<file path="src/rtl/cpu_pkg.sv">
// ============================================================================
// Module  : cpu_pkg
// Purpose : Shared fetch-stage types and constants (width, NOP, reset PC).
// Rev     : 1.0  initial release
// ============================================================================
`default_nettype none

package cpu_pkg;

  localparam int XLEN = 32;

  localparam logic [31:0]     NOP_INST         = 32'h0000_0013;
  localparam logic [XLEN-1:0] DEFAULT_RESET_PC = '0;

  typedef struct packed {
    logic [XLEN-1:0] pc;
    logic [31:0]     inst;
  } fetch_entry_t;

  function automatic logic [XLEN-1:0] word_align(input logic [XLEN-1:0] addr);
    return addr & ~XLEN'(3);
  endfunction

endpackage

`default_nettype wire

</file>
<file path="src/rtl/fetch_unit_if.sv">
// ============================================================================
// Module  : fetch_unit_if
// Purpose : Instruction-memory, redirect and decode handshake bundle.
// Rev     : 1.0  initial release
// ============================================================================
`default_nettype none

interface fetch_unit_if #(
  parameter int XLEN = 32
) ();

  logic [XLEN-1:0] imem_addr;
  logic [31:0]     imem_rdata;
  logic            redirect_valid;
  logic [XLEN-1:0] redirect_pc;
  logic            dec_valid;
  logic            dec_ready;
  logic [31:0]     dec_inst;
  logic [XLEN-1:0] dec_pc;

  modport master (
    output imem_addr,
    input  imem_rdata,
    input  redirect_valid,
    input  redirect_pc,
    output dec_valid,
    input  dec_ready,
    output dec_inst,
    output dec_pc
  );

  modport slave (
    input  imem_addr,
    output imem_rdata,
    output redirect_valid,
    output redirect_pc,
    input  dec_valid,
    output dec_ready,
    input  dec_inst,
    input  dec_pc
  );

endinterface

`default_nettype wire

</file>
<file path="src/rtl/fetch_fifo.sv">
// ============================================================================
// Module  : fetch_fifo
// Purpose : Flushable fetch queue with a registered head; an entry becomes
//           visible the cycle after its push.
// Rev     : 1.0  initial release
// ============================================================================
`default_nettype none

module fetch_fifo
  import cpu_pkg::*;
#(
  parameter int DEPTH = 2,
  parameter int CW    = $clog2(DEPTH) + 1
) (
  input  wire logic         clk,
  input  wire logic         rst,
  input  wire logic         i_flush,
  input  wire logic         i_push,
  input  wire fetch_entry_t i_push_data,
  input  wire logic         i_pop,
  output logic              o_head_valid,
  output fetch_entry_t      o_head,
  output logic [CW-1:0]     o_count
);

  localparam int AW = $clog2(DEPTH);

  fetch_entry_t  r_mem [DEPTH];
  logic [AW-1:0] r_wr_ptr;
  logic [AW-1:0] r_rd_ptr;
  logic [CW-1:0] r_count;
  logic          r_head_valid;
  fetch_entry_t  r_head;

  logic          w_pop;
  logic [AW-1:0] w_rd_ptr_nxt;
  logic [CW-1:0] w_count_nxt;
  logic [CW-1:0] w_remaining;
  fetch_entry_t  w_head_nxt;

  assign w_pop = i_pop && r_head_valid;

  always_comb begin
    w_rd_ptr_nxt = r_rd_ptr + AW'(w_pop);
    w_remaining  = r_count - CW'(w_pop);
    w_count_nxt  = w_remaining + CW'(i_push);
    w_head_nxt   = r_head;
    // When nothing stays behind the head, the word being pushed becomes the head.
    if (w_count_nxt != '0) begin
      if (w_remaining == '0) begin
        w_head_nxt = i_push_data;
      end else begin
        w_head_nxt = r_mem[w_rd_ptr_nxt];
      end
    end
  end

  always_ff @(posedge clk) begin
    if (rst) begin
      r_wr_ptr     <= '0;
      r_rd_ptr     <= '0;
      r_count      <= '0;
      r_head_valid <= 1'b0;
      r_head       <= '{pc: '0, inst: NOP_INST};
    end else if (i_flush) begin
      r_wr_ptr     <= '0;
      r_rd_ptr     <= '0;
      r_count      <= '0;
      r_head_valid <= 1'b0;
    end else begin
      if (i_push) begin
        r_mem[r_wr_ptr] <= i_push_data;
        r_wr_ptr        <= r_wr_ptr + AW'(1);
      end
      r_rd_ptr     <= w_rd_ptr_nxt;
      r_count      <= w_count_nxt;
      r_head_valid <= (w_count_nxt != '0);
      r_head       <= w_head_nxt;
    end
  end

  assign o_head_valid = r_head_valid;
  assign o_head       = r_head;
  assign o_count      = r_count;

endmodule

`default_nettype wire

</file>
<file path="src/rtl/fetch_unit.sv">
// ============================================================================
// Module  : fetch_unit
// Purpose : PC owner and instruction fetch stage feeding decode through a
//           small queue. Define FETCH_PERF_EN to add fetch/flush counters.
// Rev     : 1.0  initial release
// ============================================================================
`default_nettype none

module fetch_unit
  import cpu_pkg::*;
#(
  parameter int              XLEN     = 32,
  parameter logic [XLEN-1:0] RESET_PC = 32'h0000_0000,
  parameter int              DEPTH    = 2
) (
  input  wire logic    clk,
  input  wire logic    rst,
  fetch_unit_if.master io_fetch
`ifdef FETCH_PERF_EN
  ,
  output logic [31:0]  fetch_count,
  output logic [15:0]  flush_count
`endif
);

  localparam int CW = $clog2(DEPTH) + 1;
  localparam int OW = CW + 1;

  logic [XLEN-1:0] r_pc;
  logic [XLEN-1:0] r_req_pc;
  logic            r_inflight;

  logic            w_head_valid;
  fetch_entry_t    w_head;
  logic [CW-1:0]   w_count;
  logic            w_pop;
  logic [OW-1:0]   w_occupancy;
  logic            w_issue;
  fetch_entry_t    w_push_data;

  assign w_pop = w_head_valid && io_fetch.dec_ready;

  // Queue slots already claimed, counting the word still in the memory pipe.
  assign w_occupancy = OW'(w_count) + OW'(r_inflight) - OW'(w_pop);
  assign w_issue     = !rst && !io_fetch.redirect_valid && (w_occupancy < OW'(DEPTH));

  assign w_push_data = '{pc: r_req_pc, inst: io_fetch.imem_rdata};

  always_ff @(posedge clk) begin
    if (rst) begin
      r_pc       <= RESET_PC;
      r_req_pc   <= RESET_PC;
      r_inflight <= 1'b0;
    end else if (io_fetch.redirect_valid) begin
      r_pc       <= word_align(io_fetch.redirect_pc);
      r_inflight <= 1'b0;
    end else begin
      r_inflight <= w_issue;
      if (w_issue) begin
        r_req_pc <= r_pc;
        r_pc     <= r_pc + XLEN'(4);
      end
    end
  end

  fetch_fifo #(
    .DEPTH (DEPTH),
    .CW    (CW)
  ) u_fifo (
    .clk          (clk),
    .rst          (rst),
    .i_flush      (io_fetch.redirect_valid),
    .i_push       (r_inflight),
    .i_push_data  (w_push_data),
    .i_pop        (w_pop),
    .o_head_valid (w_head_valid),
    .o_head       (w_head),
    .o_count      (w_count)
  );

  assign io_fetch.imem_addr = r_pc;
  assign io_fetch.dec_valid = w_head_valid;
  assign io_fetch.dec_inst  = w_head.inst;
  assign io_fetch.dec_pc    = w_head.pc;

`ifdef FETCH_PERF_EN
  logic [31:0] r_fetch_count;
  logic [15:0] r_flush_count;

  always_ff @(posedge clk) begin
    if (rst) begin
      r_fetch_count <= '0;
      r_flush_count <= '0;
    end else begin
      if (w_pop) begin
        r_fetch_count <= r_fetch_count + 32'd1;
      end
      if (io_fetch.redirect_valid) begin
        r_flush_count <= r_flush_count + 16'd1;
      end
    end
  end

  assign fetch_count = r_fetch_count;
  assign flush_count = r_flush_count;
`endif

endmodule

`default_nettype wire

</file>
<file path="src/flat_wrapper.sv">
// flat-port wrapper written by rule: the top's interface ports become plain ports
module fetch_unit_flat import cpu_pkg::*;
#(
  parameter int              XLEN     = 32,
  parameter logic [XLEN-1:0] RESET_PC = 32'h0000_0000,
  parameter int              DEPTH    = 2
)
  (clk, rst, io_fetch_imem_addr, io_fetch_imem_rdata, io_fetch_redirect_valid, io_fetch_redirect_pc, io_fetch_dec_valid, io_fetch_dec_ready, io_fetch_dec_inst, io_fetch_dec_pc);
  fetch_unit_if #(.XLEN(XLEN)) io_fetch_i ();
  input  wire logic clk;
  input  wire logic rst;
  output wire logic [$bits(io_fetch_i.imem_addr)-1:0] io_fetch_imem_addr;
  input wire logic [$bits(io_fetch_i.imem_rdata)-1:0] io_fetch_imem_rdata;
  input wire logic [$bits(io_fetch_i.redirect_valid)-1:0] io_fetch_redirect_valid;
  input wire logic [$bits(io_fetch_i.redirect_pc)-1:0] io_fetch_redirect_pc;
  output wire logic [$bits(io_fetch_i.dec_valid)-1:0] io_fetch_dec_valid;
  input wire logic [$bits(io_fetch_i.dec_ready)-1:0] io_fetch_dec_ready;
  output wire logic [$bits(io_fetch_i.dec_inst)-1:0] io_fetch_dec_inst;
  output wire logic [$bits(io_fetch_i.dec_pc)-1:0] io_fetch_dec_pc;
  assign io_fetch_imem_addr = io_fetch_i.imem_addr;
  assign io_fetch_i.imem_rdata = io_fetch_imem_rdata;
  assign io_fetch_i.redirect_valid = io_fetch_redirect_valid;
  assign io_fetch_i.redirect_pc = io_fetch_redirect_pc;
  assign io_fetch_dec_valid = io_fetch_i.dec_valid;
  assign io_fetch_i.dec_ready = io_fetch_dec_ready;
  assign io_fetch_dec_inst = io_fetch_i.dec_inst;
  assign io_fetch_dec_pc = io_fetch_i.dec_pc;
  fetch_unit #(.XLEN(XLEN), .RESET_PC(RESET_PC), .DEPTH(DEPTH)) u_core (.clk(clk), .rst(rst), .io_fetch(io_fetch_i));
endmodule
</file>
<file path="config.mk">
export PLATFORM = sky130hd
export DESIGN_NAME = fetch_unit_flat
export DESIGN_NICKNAME = d
export VERILOG_FILES = /design/src/rtl/cpu_pkg.sv /design/src/rtl/fetch_unit_if.sv /design/src/rtl/fetch_fifo.sv /design/src/rtl/fetch_unit.sv /design/src/flat_wrapper.sv
export SDC_FILE = /design/constraint.sdc
export NUM_CORES = 1
export LEC_CHECK = 0
export CAP_MARGIN = 40
export CORE_MARGIN = 2
export CORE_UTILIZATION = 49
export CTS_CLUSTER_SIZE = 12
export DETAILED_ROUTE_END_ITERATION = 8
export PLACE_DENSITY = 0.74
export RECOVER_POWER = 50
export SYNTH_ARGS = -nofsm -noshare
export SYNTH_HDL_FRONTEND = slang
export SYNTH_HIERARCHICAL = 1
export SYNTH_SLANG_ARGS = --single-unit
</file>
<file path="constraint.sdc">
create_clock -name clk -period 4.5 [get_ports clk]
set_input_delay 1.125 -clock clk [delete_from_list [all_inputs] [get_ports clk]]
set_output_delay 1.125 -clock clk [all_outputs]
set_load 0.03 [all_outputs]
</file>
==> flow_summary.toml <==
[outcome]
status = "finished, violations left"
failed_checks = "max-capacitance violations, max-slew violations"

[yosys]
synth_compound_area_share_pct = 12.7
ys_types = 71
synth_top_family_by_area = "simple AND/OR/NAND/NOR gates"
synth_adder_area_share_pct = 0.665
yosys.area.top_type = "edfxtp_1"
yosysWarnings = 6
synth_edf_count = 128
synthCells = 893
syn_area_mm2 = 0.0105
synth_top_area_share_pct = 36.5
yosys.area_share.xor_xnor_pct = 1.29
ys_ff_latch = 258
ys_async_sr_fraction_pct = 0
syn_avg_cell_area_um2 = 11.8
synth_top_flop_cell = "dfxtp_1"
synth_area_leaders = "edfxtp_1 36%, dfxtp_1 25%, mux2i_1 4.9%"
synth.most_common_cell = "dfxtp_1"
yosys-top-cells-count = "130 x dfxtp_1, 128 x edfxtp_1, 80 x nand2_1"
yosys.area_share.simple_pct = 15.4
synth_mux_area_share_pct = 5.26
seq_area_frac_synth_pct = 61.2

[die]
rows = 53
io_pins = 165
dieArea_mm2 = 0.0227
coreArea_mm2 = 0.0211
initial_core_util_pct = 50.0
die_w_um = 151
die_h_um = 151

[routing]
first_pass_iters = 5
dr_total_vias = 7549
vias_per_cell = 5.60
drc = 0
ant_nets = 0
routed_wl_um = 23700
drt_first_iter_violations = 410
routedWlPerCell_um = 17.6

[sta]
fin_tns_setup_ns = 0
hold_viol = 0
setup_ws_ns = 0.745
timing.final.crit_share_pct = 83.4
hold_ws_ns = 0.464
finalCriticalPeriod_ns = 3.75
slew_viol_final = 27
max_freq_mhz = 266
rsz0062_at_grt = "no"
clock_skew_ns = 0.0158
maxSlewHeadroom_pct = -8.18
tightest_slew_ns = 1.62
setup_viol = 0

[clock_network]
path_clk_slew_ns = 0.06
cts-resized-gates = 0
root_buffer = "clkbuf_16"
clock-sinks = 258
cts_setup_buffers = 0
hold_buffers = 0
cts_made_buffers = 27
clock_latency_ns = 0.52
clk_path_buf_depth = 3
cts.htree.levels = 1
cts_tree = "done"

[worst_hold_path]
min_path_type = "register to register"

[cells_and_area]
fillers = 1704
drive_gt1_share_pct = 7.74
antennaDiodeCount = 0
area_delta_synth_final_pct = 25.5
fin_nets = 1125

[global_route]
antenna_found_initial = 0
first_global_vias = 7394
grt_pass1_wl_um = 37900
grt_start_max_net_pins = 72
track_usage_pct = 20.8
overflow = 0

[pwr]
power.density_mw_per_mm2 = 404
vdd_drop_max_uv = 255
power.leakage_nw = 4.93

[setup_path]
critPathMaxFanout = 49
critPathCaptureType = "register"
crit_arrival_ns = 3.90
start_kind = "input port"
cp.required_ns = 4.64
critPathKind = "input port to register"

[flow_run]
drv_cap = 1

[place]
place_ws_ns = 0.296
hpwlAfterDp_um = 15000
place_congestion = 0.792
port_buffers = 160
==> placed cells by master (no fill, tap or decap), types with 12 or more instances in the layout <==
cell type	instances
buf_4	15
nand2b_1	64
clkbuf_1	17
clkdlybuf4s50_1	123
and3_1	16
nand2_1	80
clkbuf_16	28
o21ai_0	12
nand3_1	14
a221oi_1	52
edfxtp_1	128
a21oi_1	53
dfxtp_1	130
nor2_1	68
dlygate4sd3_1	35
mux2i_1	52
==> per-layer routing <==
metal | vias to the layer above | wire, um | global-route usage, %
met5 | - | 0 | 0
met4 | 0 | 242 | 4.02
met3 | 22 | 1570 | 3.48
met2 | 250 | 11200 | 34.3
met1 | 3652 | 10700 | 29.3
li1 | 3625 | - | -
==> sequential cells by signal, indices dropped and copies added, names as in the netlist <==
| signal | flops |
|---|---|
| u_core/u_fifo/r_wr_ptr | 1 |
| u_core/io_fetch.imem_addr | 30 |
| u_core/u_fifo/o_head | 64 |
| u_core/u_fifo/r_rd_ptr | 1 |
| u_core/u_fifo/r_mem | 128 |
| u_core/r_inflight | 1 |
| u_core/u_fifo/o_count | 2 |
| u_core/u_fifo/o_head_valid | 1 |
| u_core/r_req_pc | 30 |
==> power by group <==
group / switching (W) / internal, W / total, W
logic: 0.000349 / 0.000263 / 0.000612
registers: 0.0000783 / 0.00256 / 0.00263
clock network: 0.000857 / 0.00124 / 0.00210
==> cell families (layout without fill, tap and decap cells) <==
kind of cell             Yosys count  after routing
AND/OR/NAND/NOR                  306            306
flip-flops                       258            258
AO/OA/AOI/OAI                    186            186
buffers and inverters             70            243
multiplexers                      55             55
XOR/XNOR                          12             12
adder cells (fa/ha/maj)            5              5
other                              1              8
==> metrics by stage <==
stage / utilization, % / total power, W / area (um^2) / std cells
after floorplan: - / 0.00302 / 10600 / 900
after global placement: 58.8 / 0.00329 / 12400 / 1297
after detailed placement: 58.9 / 0.00330 / 12400 / 1298
after CTS: 62.9 / 0.00540 / 13300 / 1348
after global routing: 62.7 / 0.00554 / 13200 / 1348
final: 62.7 / 0.00534 / 13200 / 1348
==> critical path, stage by stage <==
cell and delay [ns]:
clkbuf_2 0.54, nor2_1 0.58, and3_1 0.88, clkbuf_2 0.74
==> final timing paths <==
path / start / endpoint / slack [ns] / cells past startpoint
setup / recovery: rst / u_core/u_fifo/r_mem[1][7] / 0.75 / 4
hold reg to reg: u_core/u_fifo/o_head[26] / u_core/u_fifo/o_head[26] / 0.46 / 1
hold / removal: u_core/u_fifo/o_head[26] / u_core/u_fifo/o_head[26] / 0.46 / 1
setup reg to reg: u_core/u_fifo/o_head_valid / u_core/io_fetch.imem_addr[14] / 1.40 / 9
==> cell type report <==
type                    count  area (um^2)  share of cell area, %
clock buffers              44          781                   5.91
clock inverters             6         57.6                  0.436
inverters                  11         41.3                  0.312
multi-input cells         572         3790                   28.7
flip-flops and latches    258         6450                   48.8
well taps                 275          344                   2.60
repair buffers            182         1760                   13.3
Power figures use the tool's default switching activity.
